$ cat src/rtl/neuron_pkg.sv
// rtl/neuron_pkg.sv - shared types and constants for the LIF layer scheduler
package neuron_pkg;

    typedef logic [15:0] membrane_t;
    typedef logic [7:0]  leak_t;

    localparam membrane_t RESET_VAL = 16'd0;

    typedef enum logic [1:0] {
        ST_IDLE   = 2'd0,
        ST_UPDATE = 2'd1,
        ST_DONE   = 2'd2
    } lif_sched_state_e;

endpackage

$ cat src/rtl/lif_update_unit.sv
// rtl/lif_update_unit.sv - combinational LIF update for one neuron
module lif_update_unit
    import neuron_pkg::*;
(
    input  logic [15:0] potential,
    input  logic        spike,
    input  logic [15:0] threshold,
    input  logic [7:0]  leak,
    output logic [15:0] next_potential,
    output logic        fire
);

    logic [16:0] w_sum;
    logic [15:0] w_sat;
    logic [15:0] w_leak;
    logic [15:0] w_leaked;

    assign fire = (potential >= threshold);

    // Spike contribution is a quarter of threshold; carry out means saturate.
    assign w_sum    = {1'b0, potential} + (spike ? {3'b000, threshold[15:2]} : 17'd0);
    assign w_sat    = w_sum[16] ? 16'hFFFF : w_sum[15:0];
    assign w_leak   = {8'd0, leak};
    assign w_leaked = (w_sat < w_leak) ? 16'd0 : (w_sat - w_leak);

    assign next_potential = fire ? RESET_VAL : w_leaked;

endmodule

$ cat src/rtl/lif_layer_scheduler.sv
// rtl/lif_layer_scheduler.sv - time-multiplexed LIF layer with AER event output
module lif_layer_scheduler
    import neuron_pkg::*;
#(
    parameter int NUM_NEURONS = 16,
    parameter int ID_W        = $clog2(NUM_NEURONS)
) (
    input  logic                   clk,
    input  logic                   rst,
    input  logic                   step_start,
    input  logic [NUM_NEURONS-1:0] in_spikes,
    input  logic [7:0]             leak_factor,
    input  logic [15:0]            threshold,
    input  logic                   clear_state,
    output logic                   busy,
    output logic                   step_done,
    output logic [NUM_NEURONS-1:0] out_spikes,
    output logic                   ev_valid,
    output logic [ID_W-1:0]        ev_id,
    input  logic                   ev_ready
);

    localparam logic [ID_W-1:0] LAST_IDX = ID_W'(NUM_NEURONS - 1);

    lif_sched_state_e       r_state;
    lif_sched_state_e       w_state_nxt;
    logic [ID_W-1:0]        r_idx;
    logic [NUM_NEURONS-1:0] r_spk_lat;
    logic [NUM_NEURONS-1:0] r_acc;
    logic [NUM_NEURONS-1:0] r_out_spikes;
    logic                   r_ev_valid;
    logic [ID_W-1:0]        r_ev_id;
    membrane_t              r_pot [NUM_NEURONS];

    logic [15:0] w_next_pot;
    logic        w_fire;
    logic        w_updating;
    logic        w_stall;
    logic        w_commit;

    lif_update_unit u_update (
        .potential      (r_pot[r_idx]),
        .spike          (r_spk_lat[r_idx]),
        .threshold      (threshold),
        .leak           (leak_factor),
        .next_potential (w_next_pot),
        .fire           (w_fire)
    );

    // A firing neuron may only commit if the event slot is free this cycle.
    assign w_updating = (r_state == ST_UPDATE);
    assign w_stall    = w_updating && w_fire && r_ev_valid && !ev_ready;
    assign w_commit   = w_updating && !w_stall;

    always_ff @(posedge clk or posedge rst) begin
        if (rst) begin
            r_state <= ST_IDLE;
        end else begin
            r_state <= w_state_nxt;
        end
    end

    always_comb begin
        w_state_nxt = r_state;
        case (r_state)
            ST_IDLE:   if (step_start) w_state_nxt = ST_UPDATE;
            ST_UPDATE: if (w_commit && (r_idx == LAST_IDX)) w_state_nxt = ST_DONE;
            ST_DONE:   w_state_nxt = ST_IDLE;
            default:   w_state_nxt = ST_IDLE;
        endcase
    end

    always_ff @(posedge clk or posedge rst) begin
        if (rst) begin
            r_idx        <= '0;
            r_spk_lat    <= '0;
            r_acc        <= '0;
            r_out_spikes <= '0;
            r_ev_valid   <= 1'b0;
            r_ev_id      <= '0;
            for (int i = 0; i < NUM_NEURONS; i++) begin
                r_pot[i] <= RESET_VAL;
            end
        end else begin
            case (r_state)
                ST_IDLE: begin
                    if (step_start) begin
                        r_spk_lat <= in_spikes;
                        r_acc     <= '0;
                        r_idx     <= '0;
                    end else if (clear_state) begin
                        for (int i = 0; i < NUM_NEURONS; i++) begin
                            r_pot[i] <= RESET_VAL;
                        end
                    end
                end
                ST_UPDATE: begin
                    if (w_commit) begin
                        r_pot[r_idx] <= w_next_pot;
                        if (w_fire) r_acc[r_idx] <= 1'b1;
                        if (r_idx != LAST_IDX) r_idx <= r_idx + 1'b1;
                    end
                end
                ST_DONE: r_out_spikes <= r_acc;
                default: ;
            endcase

            // A newly committed event overwrites one being accepted this cycle.
            if (w_commit && w_fire) begin
                r_ev_valid <= 1'b1;
                r_ev_id    <= r_idx;
            end else if (r_ev_valid && ev_ready) begin
                r_ev_valid <= 1'b0;
            end
        end
    end

    assign busy       = (r_state != ST_IDLE);
    assign step_done  = (r_state == ST_DONE);
    assign out_spikes = r_out_spikes;
    assign ev_valid   = r_ev_valid;
    assign ev_id      = r_ev_id;

endmodule

$ cat config.mk
export PLATFORM = sky130hd
export DESIGN_NAME = lif_layer_scheduler
export DESIGN_NICKNAME = d
export VERILOG_FILES = /design/src/rtl/neuron_pkg.sv /design/src/rtl/lif_update_unit.sv /design/src/rtl/lif_layer_scheduler.sv
export SDC_FILE = /design/constraint.sdc
export NUM_CORES = 1
export LEC_CHECK = 0
export CAP_MARGIN = 20
export CORE_ASPECT_RATIO = 1.25
export CORE_MARGIN = 1
export CORE_UTILIZATION = 54
export DETAILED_ROUTE_END_ITERATION = 10
export MAX_ROUTING_LAYER = met4
export PLACE_DENSITY_LB_ADDON = 0.05
export SKIP_LAST_GASP = 1
export SLEW_MARGIN = 20
export SYNTH_ARGS = -nofsm -noshare
export SYNTH_HDL_FRONTEND = slang
export SYNTH_HIERARCHICAL = 1
export SYNTH_SLANG_ARGS = --single-unit
$ cat constraint.sdc
create_clock -name clk -period 24.3 [get_ports clk]
set_input_delay 2.43 -clock clk [delete_from_list [all_inputs] [get_ports clk]]
set_output_delay 2.43 -clock clk [all_outputs]
set_load 0.05 [all_outputs]
==> results of run 1 <==
## cells by family (layout without fill, tap and decap cells)
group,count (synthesis),after routing,synth area share (%)
multiplexers,89,89,11.0
AO/OA/AOI/OAI,426,426,23.0
flip-flops,315,315,48.8
adder cells (fa/ha/maj),45,45,3.58
buffers and inverters,132,170,4.84
XOR/XNOR,14,14,0.759
AND/OR/NAND/NOR,251,251,8.00
## flip-flops by register name, summed over array words and instances (netlist names)
| signal | flops |
|---|---|
| ev_valid | 1 |
| ev_id | 4 |
| out_spikes | 16 |
| r_spk_lat | 16 |
| r_state | 2 |
| r_idx | 4 |
| r_acc | 16 |
| r_pot | 256 |
## layout make-up
cell class / count / share of cell area [%]
clock buffer: 43 / 5.03
clock inverter: 14 / 1.15
inverter: 34 / 0.755
multi-input combinational: 825 / 41.8
sequential: 315 / 44.1
tap: 396 / 2.77
timing repair buffer: 79 / 4.43
## metrics by stage
stage	instance area, µm²	utilization [%]	instances
floorplan	16100	-	1272
global placement	16800	57.2	1648
detailed placement	16800	57.2	1648
CTS	17900	60.9	1705
global route	17900	61.0	1706
finish	17900	61.0	1706
## worst max-delay path, delay by kind of cell (launching register included)
kind,cells,cell delay [ps]
adders and majority gates,3,1020
DFF,1,670
buffers and inverters,3,1320
and+or+nand+nor,8,1600
AOI/OAI and AO/OA,9,2510
muxes,1,630
## how the worst min path moves through the flow
stage,endpoint,slack (ps),depth (start not counted)
final,r_spk_lat[2],470,2
after global routing,r_spk_lat[15],500,2
after CTS,r_spk_lat[7],470,2
after detailed placement,r_spk_lat[7],460,2
after global placement,r_spk_lat[7],450,2
after floorplan,r_spk_lat[5],440,2
## per-layer routing
metal,wire (µm),global-route usage (%)
met1,18900,41.3
met2,21000,48.4
met3,2270,3.60
met4,1730,11.7
met5,0,-
## cell usage in the layout, fill, tap and decap left out, types with 17 or more instances in the layout
master / instances
a21oi_1: 41
a22oi_1: 34
and2_1: 31
clkbuf_16: 31
clkdlybuf4s50_1: 67
dfrtp_1: 313
ha_1: 43
inv_1: 33
mux2_2: 21
mux4_2: 64
nand2_1: 109
nor2_1: 42
o21ai_0: 17
o2bb2ai_1: 240
o2bb2ai_2: 17
==> results.toml, run 1 <==
[worst_hold_path]
min-delay-start = "r_spk_lat[2]"
min_path_type = "reg -> reg"

[sta]
tightest_slew_ps = 1120
hold_viol_final = 0
hold_slack_ps = 469
max_slew_margin_pct = 25.3
setup_viol = 0
fin_ws_ps = 16370
min_period_ps = 7930
totalNegativeSetupSlack_ps = 0
max_freq_ghz = 0.126
maxSlewViolCount = 0
skew_ps = 18.0
min_period_over_period_pct = 32.6
rsz0062_at_grt = "no"

[synthesis]
synth_top_flop_cell = "dfrtp_1"
synth_top_cell_by_area = "dfrtp_1"
async_flop_share_pct = 100
yosys_register_bits = 315
synth-edff-count = 0
netlist_area_mm2 = 0.0161
syn-num-nets = 1362
syn_area_per_cell_um2 = 12.7
yosysWarnings = 6
synth_seq_area_share_pct = 48.8
synth_most_common_cell = "dfrtp_1"
synthTopCellsByCount = "dfrtp_1, o2bb2ai_1, nand2_1, mux4_2, ha_1"
syn_inst = 1272
yosys-top-cells-area = "dfrtp_1, o2bb2ai_1, mux4_2"
yosysUniqueCellTypes = 76
synth.top_cell.area_share_pct = 48.8

[finish]
multiInputGateArea_mm2 = 0.00748
n_fill_cell = 2389
register_area_mm2 = 0.00789
drive_gt1_share_pct = 16.5
nets = 1376
syn_to_final_growth_pct = 10.9
diodes = 0

[route]
dr.first_iter.drc_count = 853
routed_wl_mm = 43.8
ant_nets = 0
drc = 0
vias_per_cell = 6.54
wl_per_cell_um = 25.7
dr.pass1.iters = 7
vias = 11200

[clock_tree]
postCtsHoldBufs = 0
cts_buffers = 31
post_cts_buffers = 0
cts.sink_count = 315
cts_tree = "yes"
root_buffer = "clkbuf_16"
post_cts_resize_count = 0
htreeDepth = 1
clockBufferDepth = 3
insertion_delay_ps = 570
cts.clk_slew.worst_paths_ps = 70

[floorplanning]
io_pins = 68
rows = 70
start_util_pct = 55.0
die_w_um = 157
die-area_mm2 = 0.0306
die_h_um = 195
fp.coreArea_mm2 = 0.0293

[global_route]
track_usage_pct = 30.8
antenna_found_initial = 0
grt_pass1_wl_mm = 68.8
grt_overflow = 0
grt_start_max_net_pins = 192
grt_pass1_vias = 11500

[setup_path]
worst_r2r_startpoint = "r_idx[0]"
critPathSlowestCell = "dfrtp_4"
reg2reg_to = "r_pot[95]"
worstPathArrival_ps = 8400
cp-start-kind = "register"
cp_cell_sequence = "buf_4 > buf_4 > mux4_1 > a22oi_1 > nand2_1 > ha_1 > fa_1 > a211oi_2 > o21a_2 > nor4b_4 > o31ai_1 > buf_4 > nand2b_1 > ha_1 > nor2b_1 > o211a_1 > o31a_1 > o22a_1 > nor3_1 > nand4_1 > nand3b_1 > a21oi_1 > nand2_1 > o2bb2ai_1"
crit_path_end_kind = "register"
critical-path-max-stage-delay_ps = 670
rr_worst_depth = 24
critPathMaxFanout = 32
cp.required_ps = 24770
worstSetupPathType = "reg -> reg"
critPathLaunch = "r_idx[0]"
cp_common_cell = "buf_4"
rrSetupSlack_ps = 16370
endpoint = "r_pot[95]"

[place]
dp_hpwl_mm = 27.3
portBuffers = 67
gp_congestion = 0.932
pre_cts_ws_ps = 16350

[status]
status = "finished clean"

[job]
maxCapViolCount = 0
Power of run 1 is not shown: default switching activity piles up to over one toggle a cycle in this logic, so the estimate is an artifact.
==> run 2: changes to the inputs <==
- clock period: 24.3 -> 7.7 ns (I/O delays scaled with it)
==> run 2 against run 1 <==
Clock skew is 3.7 ps lower. Critical path type unchanged. Register-to-register slack got worse by 16000 ps. Highest routed layer unchanged. Worst setup slack lost 16000 ps. Largest cell class unchanged.
==> results.toml, run 2 (synthesized netlist as in run 1, its figures left out) <==
[status]
status = "finished clean"

[global_route]
grt_overflow = 0
grt_pass1_wl_mm = 69.1
grt_start_max_net_pins = 193
grt_pass1_vias = 11600
track_usage_pct = 31.3
antenna_found_initial = 0

[sta]
min_period_ps = 7210
totalNegativeSetupSlack_ps = 0
setup_viol = 0
maxSlewViolCount = 0
hold_viol_final = 0
max_freq_ghz = 0.139
skew_ps = 14.3
min_period_over_period_pct = 93.7
rsz0062_at_grt = "no"
hold_slack_ps = 474
max_slew_margin_pct = 26.1
tightest_slew_ps = 1110

[setup_path]
cp_common_cell = "nand2_1"
critPathMaxFanout = 25
crit_buf_inv = 1
critical-path-max-stage-delay_ps = 770
critPathTopFamily = "compound AO/OA/AOI/OAI gates"
critPathLaunch = "r_idx[0]"
worstPathArrival_ps = 7690
crit_path_end_kind = "register"
cp.required_ps = 8180
cp-start-kind = "register"
worstSetupPathType = "reg -> reg"
worst_r2r_startpoint = "r_idx[0]"
critPathSlowestCell = "dfrtp_4"
cp_cell_sequence = "mux4_1 > a22oi_1 > nand2_1 > and2_1 > ha_1 > fa_1 > a211oi_2 > o21a_2 > nor4b_4 > o31ai_1 > buf_4 > nand2_1 > ha_1 > nor2b_1 > o31a_1 > o22a_1 > o21bai_1 > nor4b_4 > nand2_1 > xnor2_1 > a21oi_1 > nand2_1 > o2bb2ai_1"

[floorplanning]
die-area_mm2 = 0.0306
fp.coreArea_mm2 = 0.0293
io_pins = 68
die_h_um = 195
die_w_um = 157
rows = 70
start_util_pct = 55.0

[clock_tree]
cts_buffers = 31
cts.clk_slew.worst_paths_ps = 60
post_cts_resize_count = 0
clockBufferDepth = 3
cts_tree = "yes"
postCtsHoldBufs = 0
cts.sink_count = 315
post_cts_buffers = 0
insertion_delay_ps = 580
htreeDepth = 1
root_buffer = "clkbuf_16"

[place]
portBuffers = 67
dp_hpwl_mm = 28.3
gp_congestion = 0.878

[finish]
layout_commonest_cell = "dfrtp_1"
n_fill_cell = 2377
final_cell_mix = "dfrtp_1, o2bb2ai_1, nand2_1"
largest_reg_flops = 256
nets = 1391
top_register = "r_pot"
syn_to_final_growth_pct = 11.6
diodes = 0
drive_gt1_share_pct = 17.2

[route]
wl_per_cell_um = 25.8
drc = 0
dr.pass1.iters = 5
routed_wl_mm = 44.4
vias_per_cell = 6.54
dr.first_iter.drc_count = 1076
ant_nets = 0
vias = 11200

[job]
maxCapViolCount = 0

[worst_hold_path]
min-delay-start = "r_spk_lat[9]"
min_path_type = "reg -> reg"
## run 2: cell types whose count changed in the layout (fill, tap and decap cells not counted)
cell        delta
buf_12         +3
buf_4         +12
clkbuf_1       +2
clkbuf_8       -1
clkinv_2       -1
clkinvlp_4     +2
inv_6          -1
inv_8          -2
## run 2: routing by layer
metal / vias up / GRT usage [%] / wire length [µm]
met2: 456 / 50.0 / 21800
met3: 93 / 4.02 / 2700
met5: - / - / 0
met1: 5764 / 40.9 / 18300
li1: 4931 / - / -
met4: 0 / 11.9 / 1580
## run 2: worst min-delay path, cell delays in order, from the launching register on
cell     delay (ps)
dfrtp_1         340
nand2_1          50
nand2_1          50
## run 2: cell type report
class                      instances  area [µm²]  share of cell area [%]
sequential                       315        7890                    43.8
multi-input combinational        825        7480                    41.5
clock buffer                      44         895                    4.96
tap                              396         495                    2.75
clock inverter                    12         188                    1.04
inverter                          34         131                   0.729
timing repair buffer              94         943                    5.23
## run 2: final timing paths
path                       cells past startpoint  slack, ps            to
min                                            2        470  r_spk_lat[9]
max                                           23        490    r_pot[110]
min in group asynchronous                      2        670    r_pot[142]
max in group asynchronous                      4       5640    r_pot[113]
max reg2reg                                   23        490    r_pot[110]
min reg2reg                                    2        470  r_spk_lat[9]
## run 2: per-stage QoR
stage	util [%]	area, µm²	instances	worst slack [ps]
2_1_floorplan	-	16200	1272	1560
3_3_place_gp	57.7	16900	1663	662
3_5_place_dp	57.7	16900	1663	499
4_1_cts	61.3	18000	1719	484
5_1_grt	61.4	18000	1720	17.8
6_report	61.4	18000	1720	488
Power of run 2 is left out for the same reason.
